File: src/rtl/ex_mul_unit.sv
// ex_mul_unit: multi-cycle radix-2 Booth multiplier for the EX stage.
// It holds the ID/EX register (stall) while a MULT iterates and pulses done with the product.
// Optional feature macro: MUL_UNSIGNED_EN adds MULTU (zero-extended operands, 33 iterations).
module ex_mul_unit (
    input  logic        clk,
    input  logic        rst_n,
    input  logic        valid_in,
    input  logic [5:0]  funct,
    input  logic [31:0] op_a,
    input  logic [31:0] op_b,
    input  logic [4:0]  rd_in,
    input  logic        flush,
    output logic        stall,
    output logic        busy,
    output logic        done,
    output logic [31:0] result_hi,
    output logic [31:0] result_lo,
    output logic [4:0]  rd_out
);
    localparam logic [5:0] FUNCT_MULT  = 6'h18;
    localparam logic [5:0] LAST_SIGNED = 6'd31;

    typedef enum logic [1:0] {S_IDLE, S_RUN, S_DONE} state_t;

    state_t      state;
    state_t      state_nxt;
    logic [5:0]  count;
    logic [32:0] reg_a;
    logic [32:0] reg_q;
    logic [32:0] reg_m;
    logic        q_1;
    logic        is_mul;
    logic        accept;
    logic        last_iter;
    logic [32:0] ext_a;
    logic [32:0] ext_b;
    logic [33:0] sum;
    logic [32:0] a_step;
    logic [32:0] q_step;
    logic [63:0] product;

`ifdef MUL_UNSIGNED_EN
    localparam logic [5:0] FUNCT_MULTU   = 6'h19;
    localparam logic [5:0] LAST_UNSIGNED = 6'd32;

    logic req_unsigned;
    logic op_unsigned;

    // Decode MULT/MULTU; MULTU zero-extends and runs one extra iteration over the 33-bit multiplier
    always_comb begin
        req_unsigned = (funct == FUNCT_MULTU);
        is_mul       = (funct == FUNCT_MULT) || req_unsigned;
        ext_a        = req_unsigned ? {1'b0, op_a} : {op_a[31], op_a};
        ext_b        = req_unsigned ? {1'b0, op_b} : {op_b[31], op_b};
        last_iter    = (count == (op_unsigned ? LAST_UNSIGNED : LAST_SIGNED));
        product      = op_unsigned ? {a_step[30:0], q_step}
                                   : {a_step[31:0], q_step[32:1]};
    end

    // Remember the signedness of the accepted operation so funct may change while busy
    always_ff @(posedge clk or negedge rst_n) begin
        if (!rst_n) begin
            op_unsigned <= 1'b0;
        end else if (accept) begin
            op_unsigned <= req_unsigned;
        end
    end
`else
    // Decode MULT only; after 32 steps the top multiplier bit still sits in q[0], so the product is one bit up
    always_comb begin
        is_mul    = (funct == FUNCT_MULT);
        ext_a     = {op_a[31], op_a};
        ext_b     = {op_b[31], op_b};
        last_iter = (count == LAST_SIGNED);
        product   = {a_step[31:0], q_step[32:1]};
    end
`endif

    assign accept = rst_n && (state == S_IDLE) && valid_in && !flush && is_mul;
    assign busy   = (state != S_IDLE);

    // One Booth step: add/subtract M by {q[0],q_1}, then arithmetic right shift of {A,Q,Q_1}
    always_comb begin
        sum = {reg_a[32], reg_a};
        case ({reg_q[0], q_1})
            2'b01:   sum = {reg_a[32], reg_a} + {reg_m[32], reg_m};
            2'b10:   sum = {reg_a[32], reg_a} - {reg_m[32], reg_m};
            default: sum = {reg_a[32], reg_a};
        endcase
        a_step = sum[33:1];
        q_step = {sum[0], reg_q[32:1]};
    end

    // State register
    always_ff @(posedge clk or negedge rst_n) begin
        if (!rst_n) begin
            state <= S_IDLE;
        end else begin
            state <= state_nxt;
        end
    end

    // Next-state and handshake outputs; flush aborts RUN/DONE and masks the done pulse
    always_comb begin
        state_nxt = state;
        stall     = 1'b0;
        done      = 1'b0;
        case (state)
            S_IDLE: begin
                if (accept) begin
                    stall     = 1'b1;
                    state_nxt = S_RUN;
                end
            end
            S_RUN: begin
                stall = 1'b1;
                if (flush) begin
                    state_nxt = S_IDLE;
                end else if (last_iter) begin
                    state_nxt = S_DONE;
                end
            end
            S_DONE: begin
                done      = !flush;
                state_nxt = S_IDLE;
            end
            default: state_nxt = S_IDLE;
        endcase
    end

    // Datapath: load on acceptance, iterate in RUN, capture the product on the final step
    always_ff @(posedge clk or negedge rst_n) begin
        if (!rst_n) begin
            count     <= 6'd0;
            reg_a     <= 33'd0;
            reg_q     <= 33'd0;
            reg_m     <= 33'd0;
            q_1       <= 1'b0;
            result_hi <= 32'd0;
            result_lo <= 32'd0;
            rd_out    <= 5'd0;
        end else if (accept) begin
            count  <= 6'd0;
            reg_a  <= 33'd0;
            q_1    <= 1'b0;
            reg_m  <= ext_a;
            reg_q  <= ext_b;
            rd_out <= rd_in;
        end else if (state == S_RUN) begin
            count <= count + 6'd1;
            reg_a <= a_step;
            reg_q <= q_step;
            q_1   <= reg_q[0];
            if (last_iter && !flush) begin
                result_hi <= product[63:32];
                result_lo <= product[31:0];
            end
        end
    end
endmodule

File: config.mk
export PLATFORM = sky130hd
export DESIGN_NAME = ex_mul_unit
export DESIGN_NICKNAME = d
export VERILOG_FILES = /design/src/rtl/ex_mul_unit.sv
export SDC_FILE = /design/constraint.sdc
export NUM_CORES = 1
export LEC_CHECK = 0
export CORE_MARGIN = 4
export CORE_UTILIZATION = 31
export CTS_CLUSTER_DIAMETER = 40
export DETAILED_ROUTE_END_ITERATION = 8
export PLACE_DENSITY = 0.58
export SLEW_MARGIN = 20
export SYNTH_ARGS = -nofsm -noshare
export SYNTH_HDL_FRONTEND = slang
export SYNTH_SLANG_ARGS = --single-unit
File: constraint.sdc
create_clock -name clk -period 7.4 [get_ports clk]
set_input_delay 1.11 -clock clk [delete_from_list [all_inputs] [get_ports clk]]
set_output_delay 1.11 -clock clk [all_outputs]
set_load 0.005 [all_outputs]
## Word level (Yosys, flattened, before mapping)

Cells that the tools add are included.
Widths: inputs -> output; s select.

- Input bits: 79
- Output and inout port bits: 72
- Bits in registers: 176
- Logic and storage cells: 51

- Eq/ne operators: 8
- Muxes and demuxes: 16
- Reductions and logical operators: 13
- Bitwise gates (word level): 1
- $add $sub $neg: 3

Operator list:

| operator | count |
|---|---|
| $mux 33 | 4 |
| $pmux 34 s2 | 1 |
| $add 33x32->34 | 1 |
| $sub 33x32->34 | 1 |
| $eq 6x5->1 const B | 2 |
| $mux 6 | 2 |
| $add 6x1->6 const B | 1 |
| $mux 2 | 3 |
| $logic_and 1x1->1 | 5 |
| $eq 2x1->1 const B | 2 |
| $eq 2x2->1 const B | 2 |
| $mux 1 | 4 |
| $pmux 2 s2 | 1 |
| $reduce_and 2->1 | 2 |
| $reduce_bool 2->1 | 2 |
| $ne 3x3->1 const B | 1 |
| $reduce_and 3->1 | 1 |
| $reduce_bool 3->1 | 1 |
| $logic_not 2->1 | 1 |
| $ne 2x2->1 const B | 1 |
| $pmux 1 s2 | 1 |
| $logic_not 1->1 | 1 |
| $not 1->1 | 1 |

## Depth between registers and ports, before layout

Gate-level depths: netlist of the first run.

- Depth after elaboration: 7
- Gate-level depth with buffers: 19
- Gate-level depth less buffers: 19

## Worst setup path after synthesis of the first run

Ideal clock, no wire load.

- Kind: reg-to-reg
- From: reg reg_m[8]
- To: reg reg_a[30]
- Cell stages (with the launch flop): 17
- Clock period less this slack: 4,254 ps
- Arrival time: 4,183 ps
- Setup slack: 3,146 ps
- Path through: dfrtp_1 or3_1 nor4_1 nand2_1 nor4_2 nor2_1 xnor2_1 ha_1 buf_4 nand4_1 or3_1 o221ai_2 or2_4 a311oi_2 o41a_1 or4_1 nand4_1

- Cells in the longest elaborated chain, start to end: 4
- Elaborated cells on any way between the ends: 5

Ends and longest elaborated chain:

| item | line | source |
|---|---|---|
| from (decl) | 30 | `logic [32:0] reg_m;` |
| from (signal assigned) | 146 | `reg_m <= ext_a;` |
| $sub 33x32->34 / $add 33x32->34 (equally long branches) | 87, 86 |  |
| $pmux 34 s2 * | 85 | `case ({reg_q[0], q_1})` |
| $mux 33 * | 149 | `end else if (state == S_RUN) begin` |
| $mux 33 * | 142 | `end else if (accept) begin` |
| to (signal assigned) | 151 | `reg_a <= a_step;` |
| to (decl) | 28 | `logic [32:0] reg_a;` |

Mark *: on every way between the ends. The rest lies on a longest branch, timed or not. The select of a mux whose other input is x is not followed.
A chain may end at the register's enable or synchronous reset.

## Worst setup path after layout of the first run

Ends and elaborated chain as after synthesis.

==> flow_summary.toml, run 1 <==
[timing]
period_share_pct = 65.84
setup_viol = 0
skew_ns = 0.01748
period_needed_ns = 4.872
setup_ws_ns = 2.528
fin_setup_tns_ns = 0
worst_pin_slew_ns = 0.9760
slew_violations = 0
rsz0062_at_grt = "false"
fin_hold_ws_ns = 0.4769
fmax_mhz = 205.3
finalHoldViolCount = 0
maxSlewHeadroom_pct = 34.93

[floorplanning]
start_util_pct = 31.68
die_h_um = 185.5
coreArea_mm2 = 0.03083
io_pins = 151
die_x_um = 185.5
row_count = 64
dieArea_mm2 = 0.03440

[finish]
fin_util_pct = 39.68
n_antenna_cell = 0
stdcell_count = 1673
area_growth_pct = 25.27
nets = 1381
layout-drive-gt1-share_pct = 5.560

[routing]
drt_iter0_drc = 495
first_pass_iters = 5
route.detailed.drc = 0
routed_wirelength_um = 28270
vias = 8481
wire_per_inst_um = 16.90
route.antenna.remaining_nets = 0
avgViaCountPerCell = 5.069

[synthesis]
ys_seq_area_share_pct = 45.10
yosysMostFrequentCell = "nand2_1"
yosysTopAreaCell = "dfrtp_1"
synthDistinctLibCells = 68
synth-main-ff-cell = "dfrtp_1"
yosys-top-cells-count = "331 x nand2_1, 176 x dfrtp_1, 79 x nor2_1"
synthArstFlopShare_pct = 100.0
synthCells = 1156
synthesis.nets = 1273
yosys_warnings = 0
yosys.area.top_type_share_pct = 45.10
syn_area_mm2 = 0.009766
synth-seq-cells = 176
synthTopCellsByArea = "dfrtp_1 45%, nand2_1 13%, ha_1 4.7%, xnor2_1 4.0%, o21ai_0 3.9%"
avgSynthCellArea_um2 = 8.448
synth_edf_count = 0

[hold_path]
min_from = "result_lo[29]$_DFFE_PN0P_"
worst_hold_path.endpoint = "result_lo[29]$_DFFE_PN0P_"
holdPathStages = 2
hp-class = "flop to flop"

[worst_setup_path]
worstSetupPathType = "flop to flop"
cp-startpoint = "reg_m[8]$_DFFE_PN0P_"
crit_family = "simple AND/OR/NAND/NOR gates"
critPathBufInv = 0
cp-end-kind = "flop"
slowest_stage = "nor4_1"
r2r_setup_slack_ns = 2.53
reg2reg_from = "reg_m[8]$_DFFE_PN0P_"
cp_max_fo = 8
path_cells = "or3_1, nor4_1, nand2_1, nor4_2, nor2_1, xnor2_1, ha_1, nand4_1, or3_1, o221ai_2, or2_4, a311oi_2, o41a_1, or4_1, nand4_1"
cp-start-kind = "flop"
rr_worst_depth = 15
max_stage_delay_ns = 0.63
critPathArrivalTime_ns = 5.23
r2r-end = "reg_a[30]$_DFFE_PN0P_"
cp_data_required_time_ns = 7.76

[power]
power_switching_mw = 1.308
seqPwrFrac_pct = 35.0
power_density_mw_per_mm2 = 278.6
cellLeakagePower_nw = 5.714
swShare_pct = 38.39
internal-power_mw = 2.100
p_comb_share_pct = 36.6
pwr-share-clk_pct = 28.4
peakVddDrop_uv = 160.6

[placement]
place_ws_ns = 2.513
dp_cells = 1641
portBuffers = 150
dp_hpwl_um = 18850
gp_congestion = 0.8299

[grt]
grt_overflow = 0
grt_usage_pct = 16.60
antenna_found_initial = 1
grt_pass1_wl_um = 45820
grt_max_degree = 84
grt_pass1_vias = 8458

[cts]
clk_pin_slew_ns = 0.08
clkLatencyLatePin_ns = 0.44
cts_made_buffers = 17
cts_num_sinks = 176
cts_tree = "yes"
h-tree-depth = 4
ctsLongestPathBuffers = 2
cts_resized = 0
root_buffer = "clkbuf_16"
cts_hold_buf = 0
cts_setup_buffers = 0

[flow_run]
max_cap_viol_count = 0

[outcome]
status = "finished, final reports clean"
-- state kept, by name (all words and copies together), names as in the netlist --
signal     cells
count          6
q_1            1
rd_out         5
reg_a         33
reg_m         32
reg_q         33
result_hi     32
result_lo     32
state          2
-- how the worst max path moves through the flow --
stage | slack, ns | cells after the start | end
6_report | 2.53 | 15 | reg_a[30]$_DFFE_PN0P_
3_3_place_gp | 2.62 | 15 | reg_a[30]$_DFFE_PN0P_
3_5_place_dp | 2.51 | 15 | reg_a[30]$_DFFE_PN0P_
4_1_cts | 2.48 | 15 | reg_a[30]$_DFFE_PN0P_
5_1_grt | 2.15 | 17 | reg_a[30]$_DFFE_PN0P_
2_1_floorplan | 3.15 | 16 | reg_a[30]$_DFFE_PN0P_
-- through the flow --
step                area (µm²)  total power [mW]
finish                   12230             3.408
global route             12230             3.644
CTS                      12230             3.438
detailed placement       11590             2.452
global placement         11590             2.442
floorplan                 9766             2.133
-- logic make-up (layout without fill, tap and decap cells) --
| logic type | after synthesis | count (layout) | synth area share, % |
|---|---|---|---|
| AOI/OAI and AO/OA | 244 | 244 | 15.45 |
| xor gates and xnor gates | 59 | 59 | 5.368 |
| adders and majority gates | 38 | 38 | 4.946 |
| buffers and inverters | 93 | 214 | 3.754 |
| DFF | 176 | 176 | 45.10 |
| muxes | 14 | 14 | 1.473 |
| and+or+nand+nor | 532 | 532 | 23.91 |
-- cell usage in the layout (no fill, tap or decap), drive strengths merged, types with 12 or more instances in the layout --
cell type / n
a21o: 18
a21oi: 64
a22oi: 16
a31oi: 22
buf: 12
clkbuf: 17
clkdlybuf4s50: 149
dfrtp: 176
ha: 37
inv: 26
nand2: 331
nand3: 32
nor2: 79
nor3: 13
o21ai: 77
xnor2: 46
xor2: 13
-- power by group through the flow --
stage                     Clock, mW  Sequential (mW)  Combinational (mW)
after floorplan                   0             1.17               0.961
after global placement            0             1.21                1.24
after detailed placement          0             1.21                1.24
after CTS                     0.995             1.19                1.25
after global routing           1.03             1.21                1.40
final                         0.969             1.19                1.25
-- tightest hold or removal path, delay by kind of cell, from the launching register on --
kind | cells | cell delay (ns)
AND/OR/NAND/NOR | 2 | 0.10
flip-flops | 1 | 0.34
-- routing by layer --
| layer | track usage (%) | wire length (µm) |
|---|---|---|
| met4 | 4.404 | 407 |
| met2 | 26.93 | 13100 |
| met1 | 21.78 | 12900 |
| met3 | 4.886 | 1844 |
| met5 | 0 | 13 |
-- cell type report --
cell class              instances  area, µm²
fillers                      3073      18600
multi-input cells             887       5026
flip-flops and latches        176       4404
repair buffers                161       1585
well taps                     396      495.5
clock buffers                  17      425.4
clock inverters                15      217.7
inverters                      21      78.83
No activity file was read; power rests on OpenSTA's default activity.
==> inputs of run 2 (changes only) <==
clock period = 4.8 ns   (was 7.4 ns; I/O delays follow)
==> run 2 against run 1 <==
Net effect: cell count grew 0.30%; sequential share of layout area grew 0.070 points; utilization shrank 0.077 points; worst hold slack lost 0.34 ns; register-to-register slack lost 2.2 ns; final area shrank 0.19%; first-iteration DRC count shrank 2.8%; setup slack lost 2.2 ns; clock power grew 42%; sequential cell count is the same; global-route usage shrank 0.19 points; highest routed layer is now met4.
==> flow_summary.toml, run 2 (synthesized netlist as in run 1, its figures left out) <==
[routing]
first_pass_iters = 4
avgViaCountPerCell = 5.018
route.antenna.remaining_nets = 0
route.detailed.drc = 0
wire_per_inst_um = 16.54
drt_iter0_drc = 481
routed_wirelength_um = 27750
vias = 8420

[finish]
fin_util_pct = 39.60
n_antenna_cell = 0
final_cell_mix = "330 x nand2_1, 176 x dfrtp_1, 149 x clkdlybuf4s50_1"
nets = 1386
stdcell_count = 1678
finalInstanceArea_mm2 = 0.01221
reg.largest.list = "reg_a: 33 flops, reg_q: 33 flops"
final_common_cell = "nand2_1"
layout-drive-gt1-share_pct = 5.850
area_growth_pct = 25.02

[power]
cellLeakagePower_nw = 5.709
pwr-share-clk_pct = 26.8
seqPwrFrac_pct = 35.6
internal-power_mw = 3.243
p_comb_share_pct = 37.7
power_switching_mw = 1.923
swShare_pct = 37.23
power_density_mw_per_mm2 = 423.2
peakVddDrop_uv = 270.2

[timing]
skew_ns = 0.01198
finalHoldViolCount = 0
worst_pin_slew_ns = 0.9751
fmax_mhz = 225.4
maxSlewHeadroom_pct = 34.99
slew_violations = 0
fin_setup_tns_ns = 0
fin_hold_ws_ns = 0.1319
setup_viol = 0
rsz0062_at_grt = "false"
period_share_pct = 92.42
period_needed_ns = 4.436

[placement]
gp_congestion = 0.8486
dp_hpwl_um = 19000
portBuffers = 150
dp_cells = 1646
place_area_mm2 = 0.01163

[cts]
clk_pin_slew_ns = 0.07
cts_setup_buffers = 0
clkLatencyLatePin_ns = 0.44
cts_hold_buf = 0
cts_tree = "yes"
ctsLongestPathBuffers = 2
h-tree-depth = 4
cts_resized = 0
cts_made_buffers = 17
cts_num_sinks = 176
root_buffer = "clkbuf_16"

[floorplanning]
dieArea_mm2 = 0.03440
io_pins = 151
row_count = 64
coreArea_mm2 = 0.03083
die_x_um = 185.5
start_util_pct = 31.68
die_h_um = 185.5

[worst_setup_path]
r2r_setup_slack_ns = 0.36
slowest_stage = "o41a_1"
worstSetupPathType = "flop to flop"
max_stage_delay_ns = 0.49
critPathArrivalTime_ns = 4.80
cp_data_required_time_ns = 5.16
reg2reg_from = "reg_m[8]$_DFFE_PN0P_"
rr_worst_depth = 16
cp-start-kind = "flop"
r2r-end = "reg_a[30]$_DFFE_PN0P_"
path_cells = "or3_1, nor4_1, buf_4, nand2_1, nor4_2, nor2_1, xnor2_1, ha_1, nand4_1, or3_1, o221ai_2, or2_4, a311oi_2, o41a_1, or4_1, nand4_1"
cp_max_fo = 8
cp-end-kind = "flop"

[grt]
grt_pass1_vias = 8385
grt_pass1_wl_um = 45110
grt_usage_pct = 16.41
grt_max_degree = 87
grt_overflow = 0
antenna_found_initial = 0

[flow_run]
max_cap_viol_count = 0

[outcome]
status = "finished, final reports clean"

[hold_path]
hp-class = "input port to async pin"
-- run 2: cell count changes in the layout (fill, tap and decap cells not counted), sizes merged --
| cell | before | now |
|---|---|---|
| inv | 26 | 27 |
| clkinv | 9 | 2 |
| clkbuf | 17 | 20 |
| buf | 12 | 17 |
| clkinvlp | 0 | 3 |
-- run 2: worst max-delay path, delay by kind of cell, from the launching register on --
family / cells / cell delay, ns
flops: 1 / 0.42
fa+ha+maj: 1 / 0.42
xor+xnor: 1 / 0.16
buf+inv: 1 / 0.18
simple gates: 10 / 2.42
compound gates: 3 / 0.80
-- run 2: how the worst max path moves through the flow --
stage | start | endpoint | slack, ns | cells after the start
floorplan | reg_m[8]$_DFFE_PN0P_ | reg_a[30]$_DFFE_PN0P_ | 0.55 | 16
global placement | reg_m[8]$_DFFE_PN0P_ | reg_a[30]$_DFFE_PN0P_ | 0.46 | 16
detailed placement | reg_m[8]$_DFFE_PN0P_ | reg_a[30]$_DFFE_PN0P_ | 0.43 | 16
CTS | reg_m[8]$_DFFE_PN0P_ | reg_a[30]$_DFFE_PN0P_ | 0.39 | 16
global route | reg_m[8]$_DFFE_PN0P_ | reg_a[30]$_DFFE_PN0P_ | 0.18 | 16
finish | reg_m[8]$_DFFE_PN0P_ | reg_a[30]$_DFFE_PN0P_ | 0.36 | 16
-- run 2: layer usage --
metal / track usage (%) / vias to the layer above / share of wire, %
met5: 0 / - / 0
met4: 4.081 / 0 / 1.2
met3: 4.612 / 20 / 6.5
met2: 26.88 / 186 / 47
met1: 21.57 / 4045 / 45
li1: - / 4169 / -
-- run 2: final cells by class --
class	instances	area (µm²)
inverters	21	78.83
clock inverters	12	121.4
clock buffers	20	456.7
multi-input cells	887	5026
repair buffers	166	1627
flip-flops and latches	176	4404
well taps	396	495.5
fillers	3123	18620
-- run 2: through the flow --
step	power, mW	worst slack, ns
6_report	5.167	0.3639
5_1_grt	5.548	0.1836
4_1_cts	5.222	0.3905
3_5_place_dp	3.808	0.4261
3_3_place_gp	3.788	0.4590
2_1_floorplan	3.289	0.5457
-- run 2: power by group through the flow --
| stage | clock network, mW | logic (mW) | registers [mW] |
|---|---|---|---|
| global route | 1.50 | 2.19 | 1.86 |
| finish | 1.38 | 1.95 | 1.84 |
| CTS | 1.43 | 1.96 | 1.84 |
| global placement | 0 | 1.93 | 1.86 |
| floorplan | 0 | 1.48 | 1.81 |
| detailed placement | 0 | 1.95 | 1.86 |
